`src/rtl/periph_bridge_pkg.sv`:
```
// Shared address map, select decode and seven-segment constants for periph_bridge.
package periph_bridge_pkg;

  localparam logic [31:0] PERIPH_BASE = 32'hFFFF_F000;
  localparam logic [31:0] SEG_ADDR    = 32'hFFFF_F000;
  localparam logic [31:0] TIMER_ADDR  = 32'hFFFF_F020;
  localparam logic [31:0] LED_ADDR    = 32'hFFFF_F060;
  localparam logic [31:0] SW_ADDR     = 32'hFFFF_F070;
  localparam logic [31:0] BTN_ADDR    = 32'hFFFF_F078;

  localparam logic SEG_DP_OFF = 1'b1;

  typedef enum logic [2:0] {
    SEL_DRAM,
    SEL_SEG,
    SEL_TIMER,
    SEL_LED,
    SEL_SW,
    SEL_BTN,
    SEL_NONE
  } bus_sel_e;

  // Peripheral registers match on the full byte address; any other address
  // in the top 4 KiB is unmapped.
  function automatic bus_sel_e decode_sel(input logic [31:0] addr);
    bus_sel_e sel;
    if (addr < PERIPH_BASE) begin
      sel = SEL_DRAM;
    end else begin
      case (addr)
        SEG_ADDR:   sel = SEL_SEG;
        TIMER_ADDR: sel = SEL_TIMER;
        LED_ADDR:   sel = SEL_LED;
        SW_ADDR:    sel = SEL_SW;
        BTN_ADDR:   sel = SEL_BTN;
        default:    sel = SEL_NONE;
      endcase
    end
    return sel;
  endfunction

endpackage

```
`src/rtl/periph_bridge_seg7_decode.sv`:
```
// Hex nibble to active-low seven-segment glyph, bit order {G,F,E,D,C,B,A}.
module seg7_decode (
  input  logic [3:0] hex,
  output logic [6:0] segs
);

  always_comb begin
    segs = 7'h7F;
    case (hex)
      4'h0: segs = 7'h40;
      4'h1: segs = 7'h79;
      4'h2: segs = 7'h24;
      4'h3: segs = 7'h30;
      4'h4: segs = 7'h19;
      4'h5: segs = 7'h12;
      4'h6: segs = 7'h02;
      4'h7: segs = 7'h78;
      4'h8: segs = 7'h00;
      4'h9: segs = 7'h10;
      4'hA: segs = 7'h08;
      4'hB: segs = 7'h03;
      4'hC: segs = 7'h46;
      4'hD: segs = 7'h21;
      4'hE: segs = 7'h06;
      4'hF: segs = 7'h0E;
      default: segs = 7'h7F;
    endcase
  end

endmodule

```
`src/rtl/periph_bridge.sv`:
```
// CPU bus bridge: DRAM pass-through plus SEG/LED/SW/BTN peripherals and a
// multiplexed 7-seg scanner. Define BRIDGE_TIMER_EN to add the free-running TIMER.
module periph_bridge
  import periph_bridge_pkg::*;
#(
  parameter int SCAN_DIV = 20000,
  parameter int SW_W     = 24
) (
  input  logic            clk,
  input  logic            rst_n,
  input  logic [31:0]     Bus_addr,
  input  logic            Bus_wen,
  input  logic [31:0]     Bus_wdata,
  output logic [31:0]     Bus_rdata,
  output logic [13:0]     dram_addr,
  output logic            dram_wen,
  output logic [31:0]     dram_wdata,
  input  logic [31:0]     dram_rdata,
  input  logic [SW_W-1:0] sw,
  input  logic [4:0]      button,
  output logic [SW_W-1:0] led,
  output logic [7:0]      dig_en,
  output logic [7:0]      seg
);

  localparam int PW = (SCAN_DIV > 1) ? $clog2(SCAN_DIV) : 1;
  localparam logic [PW-1:0] PRE_LAST = PW'(SCAN_DIV - 1);

  bus_sel_e        sel;
  logic [31:0]     seg_data;
  logic [SW_W-1:0] sw_meta;
  logic [SW_W-1:0] sw_sync;
  logic [4:0]      btn_meta;
  logic [4:0]      btn_sync;
  logic [PW-1:0]   pre;
  logic [2:0]      idx;
  logic [3:0]      nibble;
  logic [6:0]      glyph;

  always_comb begin
    sel = decode_sel(Bus_addr);
  end

  assign dram_addr  = Bus_addr[15:2];
  assign dram_wdata = Bus_wdata;
  assign dram_wen   = Bus_wen && (sel == SEL_DRAM);

  always_ff @(posedge clk) begin
    if (!rst_n) begin
      seg_data <= '0;
      led      <= '0;
    end else if (Bus_wen) begin
      if (sel == SEL_SEG) seg_data <= Bus_wdata;
      if (sel == SEL_LED) led      <= Bus_wdata[SW_W-1:0];
    end
  end

  always_ff @(posedge clk) begin
    if (!rst_n) begin
      sw_meta  <= '0;
      sw_sync  <= '0;
      btn_meta <= '0;
      btn_sync <= '0;
    end else begin
      sw_meta  <= sw;
      sw_sync  <= sw_meta;
      btn_meta <= button;
      btn_sync <= btn_meta;
    end
  end

`ifdef BRIDGE_TIMER_EN
  logic [31:0] timer;

  always_ff @(posedge clk) begin
    if (!rst_n) begin
      timer <= '0;
    end else if (Bus_wen && (sel == SEL_TIMER)) begin
      timer <= Bus_wdata;
    end else begin
      timer <= timer + 32'd1;
    end
  end
`endif

  always_comb begin
    Bus_rdata = '0;
    case (sel)
      SEL_DRAM:  Bus_rdata = dram_rdata;
      SEL_SEG:   Bus_rdata = seg_data;
`ifdef BRIDGE_TIMER_EN
      SEL_TIMER: Bus_rdata = timer;
`endif
      SEL_LED:   Bus_rdata[SW_W-1:0] = led;
      SEL_SW:    Bus_rdata[SW_W-1:0] = sw_sync;
      SEL_BTN:   Bus_rdata[4:0] = btn_sync;
      default:   Bus_rdata = '0;
    endcase
  end

  // Scanner runs independently of bus traffic; only reset touches pre/idx.
  always_ff @(posedge clk) begin
    if (!rst_n) begin
      pre <= '0;
      idx <= '0;
    end else if (pre == PRE_LAST) begin
      pre <= '0;
      idx <= idx + 3'd1;
    end else begin
      pre <= pre + 1'b1;
    end
  end

  assign nibble = seg_data[{idx, 2'b00} +: 4];

  seg7_decode u_seg7_decode (
    .hex  (nibble),
    .segs (glyph)
  );

  assign seg    = {SEG_DP_OFF, glyph};
  assign dig_en = rst_n ? ~(8'b1 << idx) : 8'hFF;

endmodule
```
`config.mk`:
```
export PLATFORM = sky130hd
export DESIGN_NAME = periph_bridge
export DESIGN_NICKNAME = d
export VERILOG_FILES = /design/src/rtl/periph_bridge_pkg.sv /design/src/rtl/periph_bridge_seg7_decode.sv /design/src/rtl/periph_bridge.sv
export SDC_FILE = /design/constraint.sdc
export NUM_CORES = 1
export LEC_CHECK = 0
export ABC_AREA = 1
export CAP_MARGIN = 5
export CORE_MARGIN = 2
export CORE_UTILIZATION = 40
export DETAILED_ROUTE_END_ITERATION = 10
export DONT_BUFFER_PORTS = 1
export GPL_ROUTABILITY_DRIVEN = 0
export SKIP_CTS_REPAIR_TIMING = 1
export SLEW_MARGIN = 0
export SYNTH_ARGS = -nofsm -noshare
export SYNTH_HDL_FRONTEND = slang
export SYNTH_HIERARCHICAL = 1
export SYNTH_SLANG_ARGS = --single-unit
export TNS_END_PERCENT = 5
```
`constraint.sdc`:
```
create_clock -name clk -period 2.85 [get_ports clk]
set_clock_uncertainty 0.15 [all_clocks]
set_input_delay 0.4275 -clock clk [delete_from_list [all_inputs] [get_ports clk]]
set_output_delay 0.4275 -clock clk [all_outputs]
set_load 0.01 [all_outputs]
```
==> results of run 1 <==
[worst max-delay path, cell delays in order, from the launching register on]
cell and delay, ns:
dfxtp_4 0.36, inv_2 0.09, buf_6 0.15, nand2_1 0.07, o21ai_2 0.10, a221oi_2 0.10, a31oi_2 0.24, inv_2 0.11
buf_4 0.15, ha_1 0.18, nand2_1 0.06, nand3_1 0.09, nand2_2 0.10
[synth_stat cells]
cell	n	area share, %
nor3_4	1	0.25
nand2_1	249	14
a221oi_1	4	0.53
buf_4	51	5.8
buf_2	7	0.53
o21ai_1	3	0.23
nor2_8	2	0.61
nor2_2	2	0.19
o21a_1	2	0.23
buf_8	1	0.23
dfxtp_1	132	40
a21oi_2	1	0.13
nand3_4	1	0.26
a31oi_1	4	0.38
a22oi_1	5	0.57
a211oi_1	20	2.3
clkbuf_1	29	1.6
nand2_2	4	0.38
o211ai_1	1	0.11
buf_6	3	0.51
nand3_1	45	3.4
ha_1	14	2.6
nand4_2	10	1.9
nand4_1	21	2.0
a21oi_1	57	4.3
nand2_4	1	0.17
buf_12	1	0.30
nor3b_1	2	0.23
xor2_1	3	0.40
nor2_4	4	0.68
inv_2	2	0.11
conb_1	1	0.057
nor3_1	3	0.23
inv_1	120	6.8
nor2_1	51	2.9
o21ai_0	37	2.8
nand3_2	13	2.0
nor4_1	2	0.19
[state kept, by name, summed over array words and instances, names as in the netlist]
signal / flops
sw_meta: 24
sw_sync: 24
btn_sync: 5
pre: 15
led: 24
idx: 3
btn_meta: 5
seg_data: 32
[area by class of cell]
class | instances | area, sq um | area share (%)
clock inverter | 14 | 118 | 1.51
timing repair buffer | 84 | 777 | 10.0
inverter | 122 | 467 | 6.00
clock buffer | 18 | 439 | 5.65
sequential | 132 | 2650 | 34.1
multi-input combinational | 563 | 3050 | 39.2
tap | 220 | 275 | 3.54
[path summary, 6_finish.rpt]
path,to,depth (start not counted),from
hold reg to reg,sw_sync[7],2,sw_meta[7]
hold / removal,pre[4],2,rst_n
setup reg to reg,pre[14],11,pre[0]
setup / recovery,seg[4],12,idx[0]
[power by group through the flow]
stage	registers (uW)	logic [uW]	clock network [uW]
final	1900	191	2050
after floorplan	1940	184	0
after global placement	1940	127	0
after global routing	1900	215	2160
after CTS	1900	128	2100
after detailed placement	1940	127	0
[stage by stage]
stage / power [uW] / hold WS, ns / TNS, ns / utilization (%) / setup slack [ns]
floorplan: 2120 / 0.240 / 0 / - / 0.273
global placement: 2070 / 0.243 / -0.00657 / 39.4 / -0.00657
detailed placement: 2070 / 0.244 / -0.0345 / 39.4 / -0.0345
CTS: 4130 / -0.0678 / -2.56 / 42.8 / -0.495
global route: 4270 / 0.00115 / -0.114 / 47.5 / -0.0306
finish: 4130 / -0.000234 / 0 / 47.5 / 0.0630
[cells by family after synthesis]
family	count (synthesis)	synth area share, %
buffers and inverters	214	15.9
other	1	0.0567
XOR/XNOR	3	0.397
flip-flops	132	40.0
AO/OA/AOI/OAI	134	11.6
AND/OR/NAND/NOR	411	29.5
adder cells (fa/ha/maj)	14	2.65
[metal layers]
metal	GRT usage, %	wire length [um]	part of all wire (%)	vias up
met1	27.6	8600	43	2693
met4	6.93	446	2.2	0
li1	-	-	-	2875
met2	33.2	9450	47	247
met5	0	0	0	-
met3	5.98	1400	7.0	38
==> results.yml, run 1 <==
final_layout:
  final_area_sq_mm: 0.00777
  post_route_cells_drive_above_1_share_pct: 15.8
  final.fill_count: 1643
  most-common-layout-cells: "241 x nand2_1, 130 x dfxtp_1, 113 x inv_1"
  antennaDiodeCount: 0
  final_common_cell: "nand2_1"
  num-nets-final: 1062
  fin_cells: 1153
  syn2layout_area_growth_pct: 17.5
critical_path:
  worstSetupStartpointType: "flip-flop"
  cp.required_ns: 2.27
  worstPathMaxFanout: 7
  arrival_ns: 2.21
  crit_type: "flip-flop to output port"
  timing.reg2reg.setup_slack_ns: 0.95
  endpoint_kind: "output port"
clock_tree:
  clk_latency_ns: 0.42
  root_buffer: "clkbuf_16"
  htree_levels: 4
  cts_sinks: 132
  tritoncts: "yes"
  cts_buffer_depth: 2
  cts_buffers: 17
  path_clk_slew_ns: 0.06
grt:
  grt_pass1_wl_um: 28500
  grt_antenna_before_repair: 0
  globalRouteTotalUtil_pct: 21.0
  grt_max_degree: 73
  overflow: 0
  grt_pass1_vias: 5060
routing:
  drt_first_pass_iters: 6
  drc_errors: 0
  dr.first_iter.drc_count: 338
  num_vias: 5853
  antenna_left: 0
  via_per_inst: 5.08
  wl_per_cell_um: 17.3
  postRouteWirelength_um: 19900
power_and_ir_drop:
  p_sw_share_pct: 24.4
  seq_power_share_pct: 45.9
  ir_worst_vdd_v: 0.000405
  clkPwrFrac_pct: 49.5
  power.switching_uw: 1010
  leakage_uw: 0.00333
  pwr_density_cell_mw_per_mm2: 532
  pwr-share-comb_pct: 4.6
  p_int_uw: 3130
synth:
  ys_types: 38
  syn_area_sq_mm: 0.00661
  ys_seq_area_share_pct: 40.0
  yosys_warnings: 6
  syn_avg_cell_area_sq_um: 7.28
  ys_ff_latch: 132
  syn_nets: 1051
  syn_inst: 909
timing:
  period_share_pct: 97.8
  drv_slew: 0
  setup_viol: 0
  worst_slew_margin_rel_pct: 39.3
  worstMarginPinSlew_ns: 0.909
  hold_violations: 1
  rsz0062_at_grt: "true"
  period_minus_slack_ns: 2.79
  timing.fmax_mhz: 359
  whs_ns: -0.000234
placement:
  placed_area_sq_mm: 0.00644
  placedCellCount: 1055
  portBuffers: 0
  dpl.hpwl_um: 13700
run_status:
  violations: "negative hold slack"
  status: "finished with violations"
floorplanning:
  start_util_pct: 40.5
  die_area_sq_mm: 0.0176
  design.core.area_sq_mm: 0.0163
  io_pins: 247
  die_h_um: 133
  die_w_um: 133
  rows: 47
worst_hold_path:
  hp-class: "input port to flip-flop"
run:
  drv_cap: 0
Note: power is estimated with default switching activity, not from simulation.
==> run 2, diff against run 1 <==
--- a/config.mk
+++ b/config.mk
@@ -8,10 +8,12 @@
 export ABC_AREA = 1
 export CAP_MARGIN = 5
 export CORE_MARGIN = 2
-export CORE_UTILIZATION = 40
+export CORE_UTILIZATION = 55
+export CTS_CLUSTER_SIZE = 20
 export DETAILED_ROUTE_END_ITERATION = 10
 export DONT_BUFFER_PORTS = 1
 export GPL_ROUTABILITY_DRIVEN = 0
+export PLACE_DENSITY = 0.7
 export SKIP_CTS_REPAIR_TIMING = 1
 export SLEW_MARGIN = 0
 export SYNTH_ARGS = -nofsm -noshare
==> results.yml, run 2 (same netlist as run 1, synthesis figures left out) <==
run_status:
  status: "finished with violations"
  violations: "negative hold slack, negative setup slack"
clock_tree:
  cts_sinks: 132
  htree_levels: 4
  clk_latency_ns: 0.42
  cts_buffers: 17
  cts_buffer_depth: 2
  tritoncts: "yes"
  root_buffer: "clkbuf_16"
  path_clk_slew_ns: 0.06
grt:
  grt_pass1_vias: 5403
  overflow: 0
  met2_usage_pct: 44.1
  grt_use_met1_pct: 34.2
  globalRouteTotalUtil_pct: 27.0
  grt_max_degree: 73
  top_usage_layer: "met2"
  use_met3_pct: 6.91
  grt_pass1_wl_um: 27400
  grt_antenna_before_repair: 0
final_layout:
  final_common_cell: "nand2_1"
  final_area_sq_mm: 0.00770
  most-common-layout-cells: "238 x nand2_1, 129 x dfxtp_1, 111 x inv_1"
  syn2layout_area_growth_pct: 16.4
  num-nets-final: 1049
  regMostFlops: "seg_data"
  seq_area_sq_mm: 0.00265
  multiInputGateArea_sq_mm: 0.00311
  final.fill_count: 1006
  antennaDiodeCount: 0
  largest_reg_flops: 32
  post_route_cells_drive_above_1_share_pct: 16.8
routing:
  postRouteWirelength_um: 19100
  wl_per_cell_um: 17.9
  drc_errors: 0
  drt_first_pass_iters: 5
  num_vias: 5973
  antenna_left: 0
  dr.first_iter.drc_count: 515
  via_per_inst: 5.60
floorplanning:
  die_h_um: 114
  die_w_um: 114
  die_area_sq_mm: 0.0129
  design.core.area_sq_mm: 0.0119
  rows: 40
  start_util_pct: 55.8
  io_pins: 247
worst_hold_path:
  holdPathStages: 2
  hp-class: "input port to flip-flop"
  hp-start: "rst_n"
  min_to: "idx[2]"
critical_path:
  worstSetupStartpointType: "flip-flop"
  arrival_ns: 2.37
  cp.required_ns: 2.27
  cp-startpoint: "idx[0]"
  r2r_start: "pre[0]"
  crit_type: "flip-flop to output port"
  rr_worst_depth: 10
  endpoint_kind: "output port"
  timing.reg2reg.setup_slack_ns: 0.88
  reg2reg_to: "pre[14]"
  worstPathMaxFanout: 7
timing:
  setup_viol: 7
  worst_slew_margin_rel_pct: 44.6
  worstMarginPinSlew_ns: 0.830
  timing.fmax_mhz: 339
  hold_violations: 1
  period_share_pct: 104
  period_minus_slack_ns: 2.95
  timing.final.ws_setup_ns: -0.0999
  whs_ns: -0.00408
  rsz0062_at_grt: "true"
  drv_slew: 0
power_and_ir_drop:
  ir_worst_vdd_v: 0.000436
  pwr_density_cell_mw_per_mm2: 568
  leakage_uw: 0.00333
  p_total_uw: 4370
placement:
  portBuffers: 0
  dpl.hpwl_um: 12700
  placed_area_sq_mm: 0.00632
run:
  drv_cap: 0
-- run 2: how the worst max path moves through the flow --
stage               cells past startpoint  slack, ns      to
global route                           12      -0.20  seg[6]
CTS                                    12      -0.45  seg[3]
floorplan                              12       0.27  seg[3]
finish                                 12       -0.1  seg[5]
detailed placement                     12       0.02  seg[3]
global placement                       12       0.04  seg[3]
-- run 2: worst max-delay path: stages, from the launching register on --
cell        delay [ns]
dfxtp_4           0.38
clkinvlp_4        0.17
buf_6             0.19
nand2_4           0.07
o21ai_4           0.07
a221oi_2          0.32
a31oi_2           0.09
buf_4             0.20
ha_4              0.17
nand2_4           0.09
o21ai_2           0.05
nand2_1           0.09
nand2_2           0.08
-- run 2: power by group --
part	internal [uW]	switching [uW]	leakage, uW
clock	1470	821	0.000298
sequential	1890	14.5	0.00108
combinational	73.0	104	0.00195
total	3430	940	0.00333
-- run 2: cell type report --
cell class	instances	share of cell area (%)
well taps	147	2.39
repair inverters	1	0.0975
multi-input cells	563	40.4
inverters	122	6.13
clock inverters	11	1.92
repair buffers	70	8.39
clock buffers	21	6.24
flip-flops and latches	132	34.4
-- run 2: layer usage --
metal,vias to the layer above,wire length [um]
met5,-,0
met2,313,9220
met1,2768,7820
met3,52,1580
li1,2840,-
met4,0,514
-- run 2: per-stage QoR --
step	setup TNS, ns	hold slack [ns]	worst slack, ns	instances	util, %
finish	-0.505	-0.00408	-0.0999	1067	64.9
global route	-1.30	0.000858	-0.197	1067	64.9
CTS	-2.43	-0.0605	-0.446	1012	58.6
detailed placement	0	0.244	0.0165	980	53.3
global placement	0	0.242	0.0423	980	53.3
floorplan	0	0.240	0.273	909	-
